$ cat src/rtl/bitreverse_framer_pkg.sv
// Shared FFT datapath definitions: write-side framing states and the
// bit-reversal helper used by the bit-reverse stage and its reorder buffer.
package fftpkg;

  // Widest frame exponent the helper supports.
  localparam int MAX_LGSIZE = 16;

  typedef enum logic [1:0] {
    HUNT = 2'd0,
    FILL = 2'd1,
    DROP = 2'd2
  } wstate_t;

  // Reverse the low lgsize bits of v. Upper bits of v are expected to be zero.
  function automatic logic [MAX_LGSIZE-1:0] bitrev(input logic [MAX_LGSIZE-1:0] v,
                                                   input int lgsize);
    logic [MAX_LGSIZE-1:0] rev;
    rev = {<<{v}};
    return rev >> (MAX_LGSIZE - lgsize);
  endfunction

endpackage

$ cat src/rtl/bitreverse_framer_if.sv
// Output stream of the reorder buffer: valid/ready handshake plus frame markers.
interface bitreverse_framer_if #(
  parameter int WIDTH = 24
);
  logic               o_valid;
  logic               i_ready;
  logic [2*WIDTH-1:0] o_out;
  logic               o_sync;
  logic               o_last;

  modport master (output o_valid, o_out, o_sync, o_last, input i_ready);
  modport slave  (input o_valid, o_out, o_sync, o_last, output i_ready);
endinterface

$ cat src/rtl/bitreverse_framer_dpram.sv
// Simple dual-port frame RAM: one write port, one registered read port.
// No reset on storage or on the read register.
module brev_dpram #(
  parameter int AW = 6,
  parameter int DW = 48
) (
  input  logic          i_clk,
  input  logic          i_we,
  input  logic [AW-1:0] i_waddr,
  input  logic [DW-1:0] i_wdata,
  input  logic          i_re,
  input  logic [AW-1:0] i_raddr,
  output logic [DW-1:0] o_rdata
);
  logic [DW-1:0] mem [0:(1<<AW)-1];

  // Stage p1: write port and registered read, read gated by the output load.
  always_ff @(posedge i_clk) begin
    if (i_we) mem[i_waddr] <= i_wdata;
    if (i_re) o_rdata <= mem[i_raddr];
  end
endmodule

$ cat src/rtl/bitreverse_framer.sv
// Reorder buffer: writes sync-framed input frames into a double-banked RAM at
// bit-reversed addresses and streams them out in natural order on a
// valid/ready port. Frames arriving with no free bank are dropped.
module bitreverse_framer
  import fftpkg::*;
#(
  parameter int LGSIZE = 5,
  parameter int WIDTH  = 24
) (
  input  logic                 i_clk,
  input  logic                 i_areset_n,
  input  logic                 i_ce,
  input  logic                 i_sync,
  input  logic [2*WIDTH-1:0]   i_in,
  bitreverse_framer_if.master  m_out,
  output logic                 o_overflow,
  output logic                 o_syncerr
);
  localparam int N = 1 << LGSIZE;
  localparam logic [LGSIZE-1:0] LAST = LGSIZE'(N - 1);

  // Write side
  wstate_t           state, state_nxt;
  logic [LGSIZE-1:0] wcnt, wcnt_nxt;
  logic              wbank, wbank_nxt;
  logic [1:0]        full;
  logic              restart, we, set_full, ovf_nxt, serr_nxt;
  logic [LGSIZE-1:0] widx, wbrev;

  // Read side
  logic              rbank;
  logic [LGSIZE-1:0] rcnt;
  logic              vld_p1, sync_p1, last_p1;
  logic [2*WIDTH-1:0] rd_data_p1;
  logic              load, rd_done;

  // A sync restarts a frame from HUNT, or mid-frame as a resynchronisation.
  assign restart = i_ce && i_sync && ((state == HUNT) || (wcnt != '0));
  assign wbrev   = LGSIZE'(bitrev(MAX_LGSIZE'(widx), LGSIZE));

  // Write FSM next state.
  always_comb begin
    state_nxt = state;
    if (restart) begin
      state_nxt = full[wbank] ? DROP : FILL;
    end else if (i_ce && (state != HUNT) && (wcnt == LAST)) begin
      state_nxt = HUNT;
    end
  end

  // Write FSM outputs: RAM write, counter/bank updates and error pulses.
  always_comb begin
    we        = 1'b0;
    set_full  = 1'b0;
    widx      = wcnt;
    wcnt_nxt  = wcnt;
    wbank_nxt = wbank;
    ovf_nxt   = 1'b0;
    serr_nxt  = 1'b0;
    if (restart) begin
      serr_nxt = (state != HUNT);
      wcnt_nxt = LGSIZE'(1);
      widx     = '0;
      if (full[wbank]) ovf_nxt = 1'b1;
      else             we      = 1'b1;
    end else if (i_ce && (state != HUNT)) begin
      wcnt_nxt = wcnt + LGSIZE'(1);
      if (state == FILL) begin
        we = 1'b1;
        if (wcnt == LAST) begin
          set_full  = 1'b1;
          wbank_nxt = ~wbank;
        end
      end
    end
  end

  // Write FSM state, counter, bank pointer and registered error pulses.
  always_ff @(posedge i_clk or negedge i_areset_n) begin
    if (!i_areset_n) begin
      state      <= HUNT;
      wcnt       <= '0;
      wbank      <= 1'b0;
      o_overflow <= 1'b0;
      o_syncerr  <= 1'b0;
    end else begin
      state      <= state_nxt;
      wcnt       <= wcnt_nxt;
      wbank      <= wbank_nxt;
      o_overflow <= ovf_nxt;
      o_syncerr  <= serr_nxt;
    end
  end

  // Bank flags: writer sets its bank, reader clears its bank (never the same one).
  always_ff @(posedge i_clk or negedge i_areset_n) begin
    if (!i_areset_n) begin
      full <= '0;
    end else begin
      if (set_full) full[wbank] <= 1'b1;
      if (rd_done)  full[rbank] <= 1'b0;
    end
  end

  assign load    = full[rbank] && (!vld_p1 || m_out.i_ready);
  assign rd_done = load && (rcnt == LAST);

  brev_dpram #(
    .AW (LGSIZE + 1),
    .DW (2 * WIDTH)
  ) u_ram (
    .i_clk   (i_clk),
    .i_we    (we),
    .i_waddr ({wbank, wbrev}),
    .i_wdata (i_in),
    .i_re    (load),
    .i_raddr ({rbank, rcnt}),
    .o_rdata (rd_data_p1)
  );

  // Stage p1: output register control, advanced on every load.
  always_ff @(posedge i_clk or negedge i_areset_n) begin
    if (!i_areset_n) begin
      rcnt    <= '0;
      rbank   <= 1'b0;
      vld_p1  <= 1'b0;
      sync_p1 <= 1'b0;
      last_p1 <= 1'b0;
    end else if (load) begin
      rcnt    <= rcnt + LGSIZE'(1);
      vld_p1  <= 1'b1;
      sync_p1 <= (rcnt == '0);
      last_p1 <= (rcnt == LAST);
      if (rcnt == LAST) rbank <= ~rbank;
    end else if (m_out.i_ready) begin
      vld_p1  <= 1'b0;
    end
  end

  // The RAM read register has no reset, so the data bus is zeroed while idle.
  assign m_out.o_valid = vld_p1;
  assign m_out.o_out   = vld_p1 ? rd_data_p1 : '0;
  assign m_out.o_sync  = sync_p1;
  assign m_out.o_last  = last_p1;

endmodule

$ cat src/flat_wrapper.sv
// flat-port wrapper written by rule: the top's interface ports become plain ports
module bitreverse_framer_flat import fftpkg::*;
#(
  parameter int LGSIZE = 5,
  parameter int WIDTH  = 24
)
  (i_clk, i_areset_n, i_ce, i_sync, i_in, o_overflow, o_syncerr, m_out_o_valid, m_out_o_out, m_out_o_sync, m_out_o_last, m_out_i_ready);
  bitreverse_framer_if #(.WIDTH(WIDTH)) m_out_i ();
  input  logic i_clk;
  input  logic i_areset_n;
  input  logic i_ce;
  input  logic i_sync;
  input  logic [2*WIDTH-1:0] i_in;
  output logic o_overflow;
  output logic o_syncerr;
  output wire logic [$bits(m_out_i.o_valid)-1:0] m_out_o_valid;
  output wire logic [$bits(m_out_i.o_out)-1:0] m_out_o_out;
  output wire logic [$bits(m_out_i.o_sync)-1:0] m_out_o_sync;
  output wire logic [$bits(m_out_i.o_last)-1:0] m_out_o_last;
  input wire logic [$bits(m_out_i.i_ready)-1:0] m_out_i_ready;
  assign m_out_o_valid = m_out_i.o_valid;
  assign m_out_o_out = m_out_i.o_out;
  assign m_out_o_sync = m_out_i.o_sync;
  assign m_out_o_last = m_out_i.o_last;
  assign m_out_i.i_ready = m_out_i_ready;
  bitreverse_framer #(.LGSIZE(LGSIZE), .WIDTH(WIDTH)) u_core (.i_clk(i_clk), .i_areset_n(i_areset_n), .i_ce(i_ce), .i_sync(i_sync), .i_in(i_in), .m_out(m_out_i), .o_overflow(o_overflow), .o_syncerr(o_syncerr));
endmodule
$ cat config.mk
export PLATFORM = sky130hd
export DESIGN_NAME = bitreverse_framer_flat
export DESIGN_NICKNAME = d
export VERILOG_FILES = /design/src/rtl/bitreverse_framer_pkg.sv /design/src/rtl/bitreverse_framer_if.sv /design/src/rtl/bitreverse_framer_dpram.sv /design/src/rtl/bitreverse_framer.sv /design/src/flat_wrapper.sv
export SDC_FILE = /design/constraint.sdc
export NUM_CORES = 2
export LEC_CHECK = 0
export CORE_UTILIZATION = 43
export DETAILED_ROUTE_END_ITERATION = 16
export MAX_ROUTING_LAYER = met4
export PLACE_DENSITY = 0.67
export SLEW_MARGIN = 25
export SYNTH_ARGS = -nofsm -noshare
export SYNTH_HDL_FRONTEND = slang
export SYNTH_SLANG_ARGS = --single-unit
$ cat constraint.sdc
create_clock -name i_clk -period 5.3 [get_ports i_clk]
set_input_delay 0.795 -clock i_clk [delete_from_list [all_inputs] [get_ports i_clk]]
set_output_delay 0.795 -clock i_clk [all_outputs]
set_load 0.05 [all_outputs]
==> results.txt <==
Pwr Density -> 366 nW/um2
Distinct cells, synth -> 66
Max-Cap Viols -> 0
peak supply drop -> 309 uV
Post-synth EDFFs -> 3120
skew final -> 52.7 ps
RSZ-0062 raised after global routing -> false
Min-Delay Endpoint -> u_core.u_ram.mem[50][8]
Num CTS Buffers -> 305
clk_lat worst skew -> 880 ps
crit path time final -> 3940 ps
Commonest cells post-synth -> edfxtp_1, mux4_2, mux2i_1, nand2_1, o221ai_1
ANT nets after route -> 0
count of pins over their slew limit -> 0
CP max FO -> 36
Synth Cell Area -> 120000 um2
period utilisation layout -> 0.744
WS Path Type -> register to register
leading area contributor after synthesis -> edfxtp_1
Post-DP HPWL -> 180000 um
Die Y-Extent -> 531 um
final core occ -> 0.492
post-CTS setup buffer count -> 0
Seq/Total Area, Yosys -> 0.783
Die ar. -> 282000 um2
crit path capture type -> register
area grow syn2layout -> 13.4%
Synth Flop Type -> edfxtp_1
routed wl met2 -> 152000 um
routed len/inst -> 31.2 um
clock slew at reported path FFs -> 60 ps
Req. time, crit path -> 5870 ps
vias per std cell -> 5.98
# fillers -> 21900
GP Congestion -> 0.852
setup TNS -> 0 ps
most frequent cell after synthesis -> edfxtp_1
CTS Sinks -> 3141
nets@finish -> 5952
Root Buffer -> clkbuf_16
Leak -> 40.8 nW
DR iter-0 viols -> 6806
row count -> 193
worst r2r src -> u_core.rcnt[0]
buffers added on ports -> 105
TritonCTS clock tree -> done
Fin. Hold Viols -> 0
top-level port count -> 106
max layer used -> met4
die width -> 531 um
Detailed Route WL -> 307000 um
met1 WL -> 119000 um
met3 WL -> 22700 um
DRC -> 0
core area -> 277000 um2
FF-to-FF setup slack -> 1360 ps
signal arrival time at the worst endpoint -> 4510 ps
reg2reg path depth -> 6
share of the synthesized area in the top cell type -> 0.779
Rel. slew slack -> 0.250
remaining global-route overflow -> 0
multi-input logic area -> 24600 um2
Vias -> 58800
pin count of the biggest net entering global routing -> 122
GRT Total Usage -> 0.223
Area contributors post-synth -> edfxtp_1, mux4_2, mux2i_1
# setup viols final -> 0
post-synthesis instance total -> 5535
synth warn -> 0
FF+latch count, synth -> 3141
H-tree levels -> 5
Avg Cell Area, Syn -> 21.7 um2
register area -> 94200 um2
startpoint class of the critical path -> register
share of cells above drive strength 1 -> 0.235
vias in the first global route -> 58600
Worst Max-Slew Pin Slew -> 1120 ps
First-pass DRT Iterations -> 8
Hold WS -> 309 ps
Reg-to-Reg End -> u_core.u_ram.o_rdata[25]
worst hold path type -> input port to register
cts hold-fix bufs -> 0
synthesized net count -> 5594
initial antenna violation count -> 14
status -> completed
min-delay src -> i_in[8]
Async SR Flop Fraction -> 0.00669
first-pass GRT wire length -> 436000 um
Post-CTS Resized -> 0
Achievable Freq -> 254 MHz
Max clock buf depth -> 4
Hold Path Cell Cnt -> 1
initial core utilization -> 0.434
## worst max path at each step
| stage | start | endpoint | slack [ps] | cells after the start |
|---|---|---|---|---|
| final | u_core.rcnt[0] | u_core.u_ram.o_rdata[25] | 1360 | 6 |
| after global placement | i_sync | u_core.u_ram.mem[16][22] | 970 | 7 |
| after floorplan | i_sync | u_core.u_ram.mem[56][0] | 1130 | 6 |
| after global routing | u_core.m_out.o_valid | m_out_o_out[9] | 1210 | 2 |
| after CTS | u_core.m_out.o_valid | m_out_o_out[9] | 1180 | 2 |
| after detailed placement | i_ce | u_core.u_ram.mem[16][17] | 960 | 7 |
## cells in the final DEF, fill, tap and decap left out, types with 10 or more instances in the layout
cell type        netlist  routed
nor3_1                17      15
a221oi_1              92      92
a211oi_1              29      29
clkbuf_1             107      74
buf_4                 53     221
a22o_1                14      14
a22oi_1               28      28
edfxtp_1            3120    3120
nor2_4                 0      63
buf_2                 78      36
mux2_2                44      44
clkbuf_16              0     314
o221ai_1             124     124
mux4_2               593     593
and2_1                60      59
clkdlybuf4s50_1        0      57
mux2i_1              389     389
nor4_1                22      22
o21ai_0               16      16
nand2_1              275     275
nand3_1               10      10
diode_2                0      10
buf_12                 0      58
bufinv_16              0      17
dfrtp_1               21      15
o22ai_1               50      50
clkinv_1               1      69
clkinv_2               0      47
a21oi_1               55      54
nor2_1               111      48
## stage by stage
step                total power, mW  instance area, um2  std cells  setup slack, ps
floorplan                      28.9              120000       5535             1130
global placement               29.8              127000       9290              970
detailed placement             29.8              127000       9290              961
CTS                            50.3              136000       9826             1180
global route                   51.2              136000       9834             1210
finish                         50.0              136000       9837             1360
## where the power goes
| group | switching, mW | internal, mW | total (mW) | leakage (nW) |
|---|---|---|---|---|
| logic | 1.11 | 0.440 | 1.55 | 7.93 |
| clock network | 8.99 | 11.7 | 20.7 | 4.56 |
| registers | 0.0983 | 27.7 | 27.8 | 28.3 |
## logic make-up (layout without fill, tap and decap cells)
| kind of cell | Yosys count | count (layout) | share of synthesized area |
|---|---|---|---|
| AOI/OAI and AO/OA | 479 | 479 | 0.0310 |
| xor gates and xnor gates | 8 | 8 | 0.000582 |
| adders and majority gates | 6 | 6 | 0.000624 |
| buffers and inverters | 332 | 919 | 0.0172 |
| DFF | 3141 | 3141 | 0.783 |
| muxes | 1026 | 1026 | 0.147 |
| other | 0 | 10 | 0 |
| and+or+nand+nor | 543 | 543 | 0.0201 |
## final cells by class
cell class	count	share of cell area
antenna	10	0.000183
clock buffer	388	0.0596
sequential	3141	0.691
clock inverter	148	0.00864
timing repair buffer	372	0.0262
multi-input combinational	2062	0.180
inverter	11	0.000358
tap	3705	0.0340
## per-layer routing
layer  GRT usage  vias up
met1       0.291    31500
met2       0.359     2783
met3      0.0296      495
li1            -    24000
met4      0.0809        0
met5           -        -
## sequential cells by signal, indices dropped and copies added (netlist names)
register / count
u_core.full: 2
u_core.m_out.o_last: 1
u_core.m_out.o_sync: 1
u_core.m_out.o_valid: 1
u_core.o_overflow: 1
u_core.o_syncerr: 1
u_core.rbank: 1
u_core.rcnt: 5
u_core.state: 2
u_core.u_ram.mem: 3072
u_core.u_ram.o_rdata: 48
u_core.wbank: 1
u_core.wcnt: 5
## worst max-delay path, cell delays in order (launching register included)
cell	delay, ps
dfrtp_4	1070
buf_4	560
buf_4	410
mux4_2	560
mux2_2	280
a221oi_1	500
nor4_1	120
Power figures use the tool's default switching activity.
